$ cat config.mk
export PLATFORM = sky130hd
export DESIGN_NAME = rggen_register_access_initiator
export DESIGN_NICKNAME = d
export VERILOG_FILES = /design/src/rtl/rggen_rtl_pkg.sv /design/src/rtl/rggen_register_access_decoder.sv /design/src/rtl/rggen_register_access_initiator.sv
export SDC_FILE = /design/constraint.sdc
export NUM_CORES = 1
export LEC_CHECK = 0
export ABC_AREA = 1
export BUFFER_PORTS_ARGS = -buffer_cell sky130_fd_sc_hd__buf_2
export CAP_MARGIN = 40
export CORE_ASPECT_RATIO = 1.4
export CORE_MARGIN = 1
export CORE_UTILIZATION = 48
export DETAILED_ROUTE_END_ITERATION = 10
export GPL_TIMING_DRIVEN = 0
export PLACE_DENSITY = 0.85
export RECOVER_POWER = 25
export SLEW_MARGIN = 10
export SYNTH_ARGS = -nofsm -noshare
export SYNTH_HDL_FRONTEND = slang
export SYNTH_SLANG_ARGS = --single-unit
$ cat constraint.sdc
create_clock -name i_clk -period 2.5 [get_ports i_clk]
set_input_delay 0.5 -clock i_clk [delete_from_list [all_inputs] [get_ports i_clk]]
set_output_delay 0.5 -clock i_clk [all_outputs]
set_load 0.02 [all_outputs]
$ cat src/rtl/rggen_rtl_pkg.sv
// Shared types for the register access blocks.
// Latency: none (types only).
// Backpressure: not applicable.
//
// rggen_status is the two-bit response code returned with every access.
package rggen_rtl_pkg;

    typedef enum logic [1:0] {
        RGGEN_OKAY         = 2'b00,
        RGGEN_EXOKAY       = 2'b01,
        RGGEN_SLAVE_ERROR  = 2'b10,
        RGGEN_DECODE_ERROR = 2'b11
    } rggen_status;

    // Response code for a decoded access: an address miss outranks a
    // permission failure.
    function automatic rggen_status access_status(input logic match,
                                                  input logic permitted);
        if (!match) begin
            return RGGEN_DECODE_ERROR;
        end else if (!permitted) begin
            return RGGEN_SLAVE_ERROR;
        end else begin
            return RGGEN_OKAY;
        end
    endfunction

endpackage

$ cat src/rtl/rggen_register_access_decoder.sv
// Address/permission decoder for one register.
// Latency: combinational.
// Backpressure: none; pure function of its inputs.
//
// Ports:
//   address   : byte address of the request
//   write     : 1 = write, 0 = read
//   match     : address equals OFFSET_ADDRESS exactly
//   permitted : the access direction is allowed for this register
module rggen_register_access_decoder #(
    parameter int                     ADDRESS_WIDTH  = 8,
    parameter bit [ADDRESS_WIDTH-1:0] OFFSET_ADDRESS = '0,
    parameter bit                     READABLE       = 1'b1,
    parameter bit                     WRITABLE       = 1'b1
) (
    input  logic [ADDRESS_WIDTH-1:0] address,
    input  logic                     write,
    output logic                     match,
    output logic                     permitted
);

    assign match     = (address == OFFSET_ADDRESS);
    assign permitted = write ? WRITABLE : READABLE;

endmodule

$ cat src/rtl/rggen_register_access_initiator.sv
// Initiator end of the bit-field access protocol for a single register.
// Latency: bit-field strobe 1 cycle after accept, response 2 cycles after accept.
// Backpressure: one access in flight; request ready only in IDLE, response held until i_rsp_ready.
//
// Ports:
//   i_clk, i_rst_n        : clock, asynchronous active-low reset
//   i_req_* / o_req_ready : bus-side request (address, write, write data, per-bit strobe)
//   o_rsp_* / i_rsp_ready : held response (status, read data)
//   o_bf_*                : single-cycle bit-field access (valid, masks, write data)
//   i_bf_read_data        : read data returned by the bit fields
module rggen_register_access_initiator
    import rggen_rtl_pkg::*;
#(
    parameter int                     ADDRESS_WIDTH  = 8,
    parameter int                     DATA_WIDTH     = 32,
    parameter bit [ADDRESS_WIDTH-1:0] OFFSET_ADDRESS = '0,
    parameter bit                     READABLE       = 1'b1,
    parameter bit                     WRITABLE       = 1'b1
) (
    input  logic                     i_clk,
    input  logic                     i_rst_n,
    input  logic                     i_req_valid,
    output logic                     o_req_ready,
    input  logic [ADDRESS_WIDTH-1:0] i_req_address,
    input  logic                     i_req_write,
    input  logic [DATA_WIDTH-1:0]    i_req_write_data,
    input  logic [DATA_WIDTH-1:0]    i_req_strobe,
    output logic                     o_rsp_valid,
    input  logic                     i_rsp_ready,
    output logic [1:0]               o_rsp_status,
    output logic [DATA_WIDTH-1:0]    o_rsp_read_data,
    output logic                     o_bf_valid,
    output logic [DATA_WIDTH-1:0]    o_bf_read_mask,
    output logic [DATA_WIDTH-1:0]    o_bf_write_mask,
    output logic [DATA_WIDTH-1:0]    o_bf_write_data,
    input  logic [DATA_WIDTH-1:0]    i_bf_read_data
);

    typedef enum logic [1:0] {
        IDLE     = 2'd0,
        ACCESS   = 2'd1,
        RESPONSE = 2'd2
    } state_t;

    state_t      state;
    logic        access_write;
    rggen_status access_result;
    logic        match;
    logic        permitted;

    // The request is decoded as it is accepted; only the decode result and
    // direction need to survive into ACCESS, because the bit-field outputs
    // are registered on the accept edge and so already carry the captured
    // write data and strobe.
    rggen_register_access_decoder #(
        .ADDRESS_WIDTH  (ADDRESS_WIDTH),
        .OFFSET_ADDRESS (OFFSET_ADDRESS),
        .READABLE       (READABLE),
        .WRITABLE       (WRITABLE)
    ) u_decoder (
        .address   (i_req_address),
        .write     (i_req_write),
        .match     (match),
        .permitted (permitted)
    );

    assign o_req_ready = (state == IDLE);

    always_ff @(posedge i_clk or negedge i_rst_n) begin
        if (!i_rst_n) begin
            state           <= IDLE;
            access_write    <= 1'b0;
            access_result   <= RGGEN_OKAY;
            o_rsp_valid     <= 1'b0;
            o_rsp_status    <= 2'b00;
            o_rsp_read_data <= '0;
            o_bf_valid      <= 1'b0;
            o_bf_read_mask  <= '0;
            o_bf_write_mask <= '0;
            o_bf_write_data <= '0;
        end else begin
            unique case (state)
                IDLE: begin
                    if (i_req_valid) begin
                        state         <= ACCESS;
                        access_write  <= i_req_write;
                        access_result <= access_status(match, permitted);
                        // The strobe is raised here and cleared on the very
                        // next edge, so a clear-on-read field sees exactly
                        // one access.
                        if (match && permitted) begin
                            o_bf_valid      <= 1'b1;
                            o_bf_read_mask  <= i_req_write ? '0 : '1;
                            o_bf_write_mask <= i_req_write ? i_req_strobe : '0;
                            if (i_req_write) begin
                                o_bf_write_data <= i_req_write_data;
                            end
                        end
                    end
                end
                ACCESS: begin
                    state           <= RESPONSE;
                    o_bf_valid      <= 1'b0;
                    o_bf_read_mask  <= '0;
                    o_bf_write_mask <= '0;
                    o_rsp_valid     <= 1'b1;
                    o_rsp_status    <= access_result;
                    // Read data is only meaningful for a successful read.
                    o_rsp_read_data <= ((access_result == RGGEN_OKAY) && !access_write)
                                       ? i_bf_read_data : '0;
                end
                RESPONSE: begin
                    if (i_rsp_ready) begin
                        state       <= IDLE;
                        o_rsp_valid <= 1'b0;
                    end
                end
                default: begin
                    state <= IDLE;
                end
            endcase
        end
    end

endmodule

==> impl_results.md <==
* Outcome: completed
* # rows at 41
* F_max at 513 MHz
* Via-to-Cell Ratio at around 5.0
* Peak supply drop at approximately 0.7 mV
* Worst Setup Start Kind: flip-flop
* Wire length per cell at 13.8 um
* Final net count at ~860
* Reg-to-reg critical path startpoint: state[1]
* Final setup fails at 0
* Sinks on Clock Net at between 100 and 150
* DIE HEIGHT at 116 um
* Share of cells above drive strength 1 at 0.421
* Initial DRC Count at just over 200
* Fin Clk Skew at 0.00647 ns
* Area grow syn2layout at 36.6%
* Worst Path Max Fanout at 20
* Crit Path Category: flip-flop to primary output
* # hold bufs at CTS at 0
* Die Span X at 83.7 um
* Routed Antenna Nets at 0
* Ant diodes at 0
* Post-layout util at 0.679
* Inserted Clock Buffers at 9
* PortBufs at 241
* Pins over their slew limit at 0
* Syn Nets at slightly above 600
* Count of cell types in the netlist at 19
* Synth Area per Inst at 9.07 um^2
* Total track usage at 0.246
* CTS Buffer Depth at 2
* Hold Crit Class: input pin to async pin
* Max incr delay on CP at 0.63 ns
* Later-pin clock latency in the skew report at 0.33 ns
* Largest net degree at the start of global routing at 62
* Die ar. at 9750 um^2
* Overall Power at 5.11 mW
* CTS resizes at 0
* Crit-path leading delay family: flip-flops
* CP Launch Point: o_bf_read_mask[30]
* Place WS at 0.536 ns
* Final worst slack at 0.550 ns
* Register area share after synthesis at 0.580
* R2R Setup Slk at roughly 0.9 ns
* Slew margin rel. at 0.282
* Period minus WS final at just under 2 ns
* Clock slew at reported path FFs at 0.07 ns
* Register bit count reported by yosys at 104
* Gr ovfl total at 0
* Setup crit end kind: primary output
* Dpl hpwl at 9030 um
* Post-route setup TNS at 0 ns
* Vias in the first global route at 3,988
* Critical path cell sequence: buf_8 -> buf_4 -> buf_2
* Initial DRT Pass Iterations at 4
* R2R cell count at 7
* WP data arrival at 1.45 ns
* Final worst path period share at 0.780
* Core area at 9030 um^2
* Critical path depth at 3
* Hold_ws at 0.332 ns
* Worst Path Required at approximately 2 ns
* Initial Util at 0.497
* DR vias at 4,339
* First-pass GRT wire length at 18,900 um
* Initial antenna violation count at 1
* Syn Std Cell Area at between 4000 and 5000 um^2
* Placer Congestion at a little over 0.8
* CTS tree: done
* Max-Cap Viols at 0
* RSZ-0062 raised after global routing: no
* Yosys warnings at 0
* Final Routed Wirelength at 11,900 um
* CTS HTree Levels at 3
* Syn Inst Count at 495
* Worst slew pin tran at about 1.1 ns
* Ports at 242
* Post-CTS Setup Bufs at 0
* DRC at 0
* Clk Tree Root Cell: clkbuf_16
* CP bufs+invs at 3
* Pwr dens at around 830 nW/um^2
* Final Hold Vio Count at 0
* Slowest CP cell: dfrtp_1
* Leakage at ~4 nW
* Worst reg2reg path endpoint: o_bf_write_data[13]
[routing by layer]
metal,GRT usage,vias to the layer above,share of wire
li1,-,2080,-
met1,0.292,2043,0.39
met2,0.437,190,0.52
met3,0.0452,24,0.064
met4,0.114,2,0.026
met5,0,-,0.0011
[worst register-to-register path: stages, from the launching register on]
cell	delay (ns)
dfrtp_1	0.46
nor2_2	0.13
nand2_1	0.20
nor2_8	0.29
nand2_4	0.12
buf_6	0.16
nand2_1	0.07
nand2_1	0.07
[power by group]
part	switching [mW]	internal (mW)
sequential	0.177	1.99
clock	0.601	0.726
combinational	1.11	0.508
[stage by stage]
stage	cells	instance area (um^2)
2_1_floorplan	495	4490
3_3_place_gp	843	5830
3_5_place_dp	844	5860
4_1_cts	859	6140
5_1_grt	860	6130
6_report	860	6130
[cell type report]
cell class | count | area (um^2)
well taps | 107 | 134
repair buffers | 243 | 1230
clock buffers | 11 | 253
clock inverters | 4 | 30.0
plain buffers | 64 | 444
fillers | 745 | 2900
multi-input cells | 319 | 1410
inverters | 8 | 30.0
flip-flops and latches | 104 | 2600
[flip-flops by register name, indices dropped and copies added, names as in the netlist]
signal,count
access_result,1
access_write,1
o_bf_read_mask,1
o_bf_valid,1
o_bf_write_data,32
o_bf_write_mask,32
o_rsp_read_data,32
o_rsp_status,1
o_rsp_valid,1
state,2
[Yosys cell counts, drive strengths merged]
cell type / number / share of area
dfrtp: 104 / 0.58
nand2: 173 / 0.15
buf: 55 / 0.091
nand4: 2 / 0.0028
nand3: 129 / 0.14
nor2: 10 / 0.016
inv: 8 / 0.0067
a21oi: 1 / 0.0011
o21ai: 4 / 0.0045
clkbuf: 9 / 0.0075
[how the worst max path moves through the flow]
stage | slack (ns) | end
5_1_grt | 0.34 | o_bf_write_data[11]
3_3_place_gp | -0.08 | o_bf_write_data[16]
6_report | 0.55 | o_bf_read_mask[15]
2_1_floorplan | 0.84 | o_bf_read_mask[10]
4_1_cts | 0.27 | o_bf_read_mask[14]
3_5_place_dp | 0.54 | o_bf_write_mask[11]
[cell usage in the layout, fill, tap and decap left out, types with 6 or more instances in the layout]
cell type / n
buf_2: 247
buf_4: 40
buf_6: 6
clkbuf_1: 9
clkbuf_16: 9
dfrtp_1: 104
inv_1: 7
nand2_1: 172
nand3_1: 129
nor2_1: 6
[cells by family after synthesis]
logic type             Yosys count  synth area share
and+or+nand+nor                314             0.309
DFF                            104             0.580
buffers and inverters           72             0.106
AOI/OAI and AO/OA                5           0.00557
(Power assumes the default switching activity.)
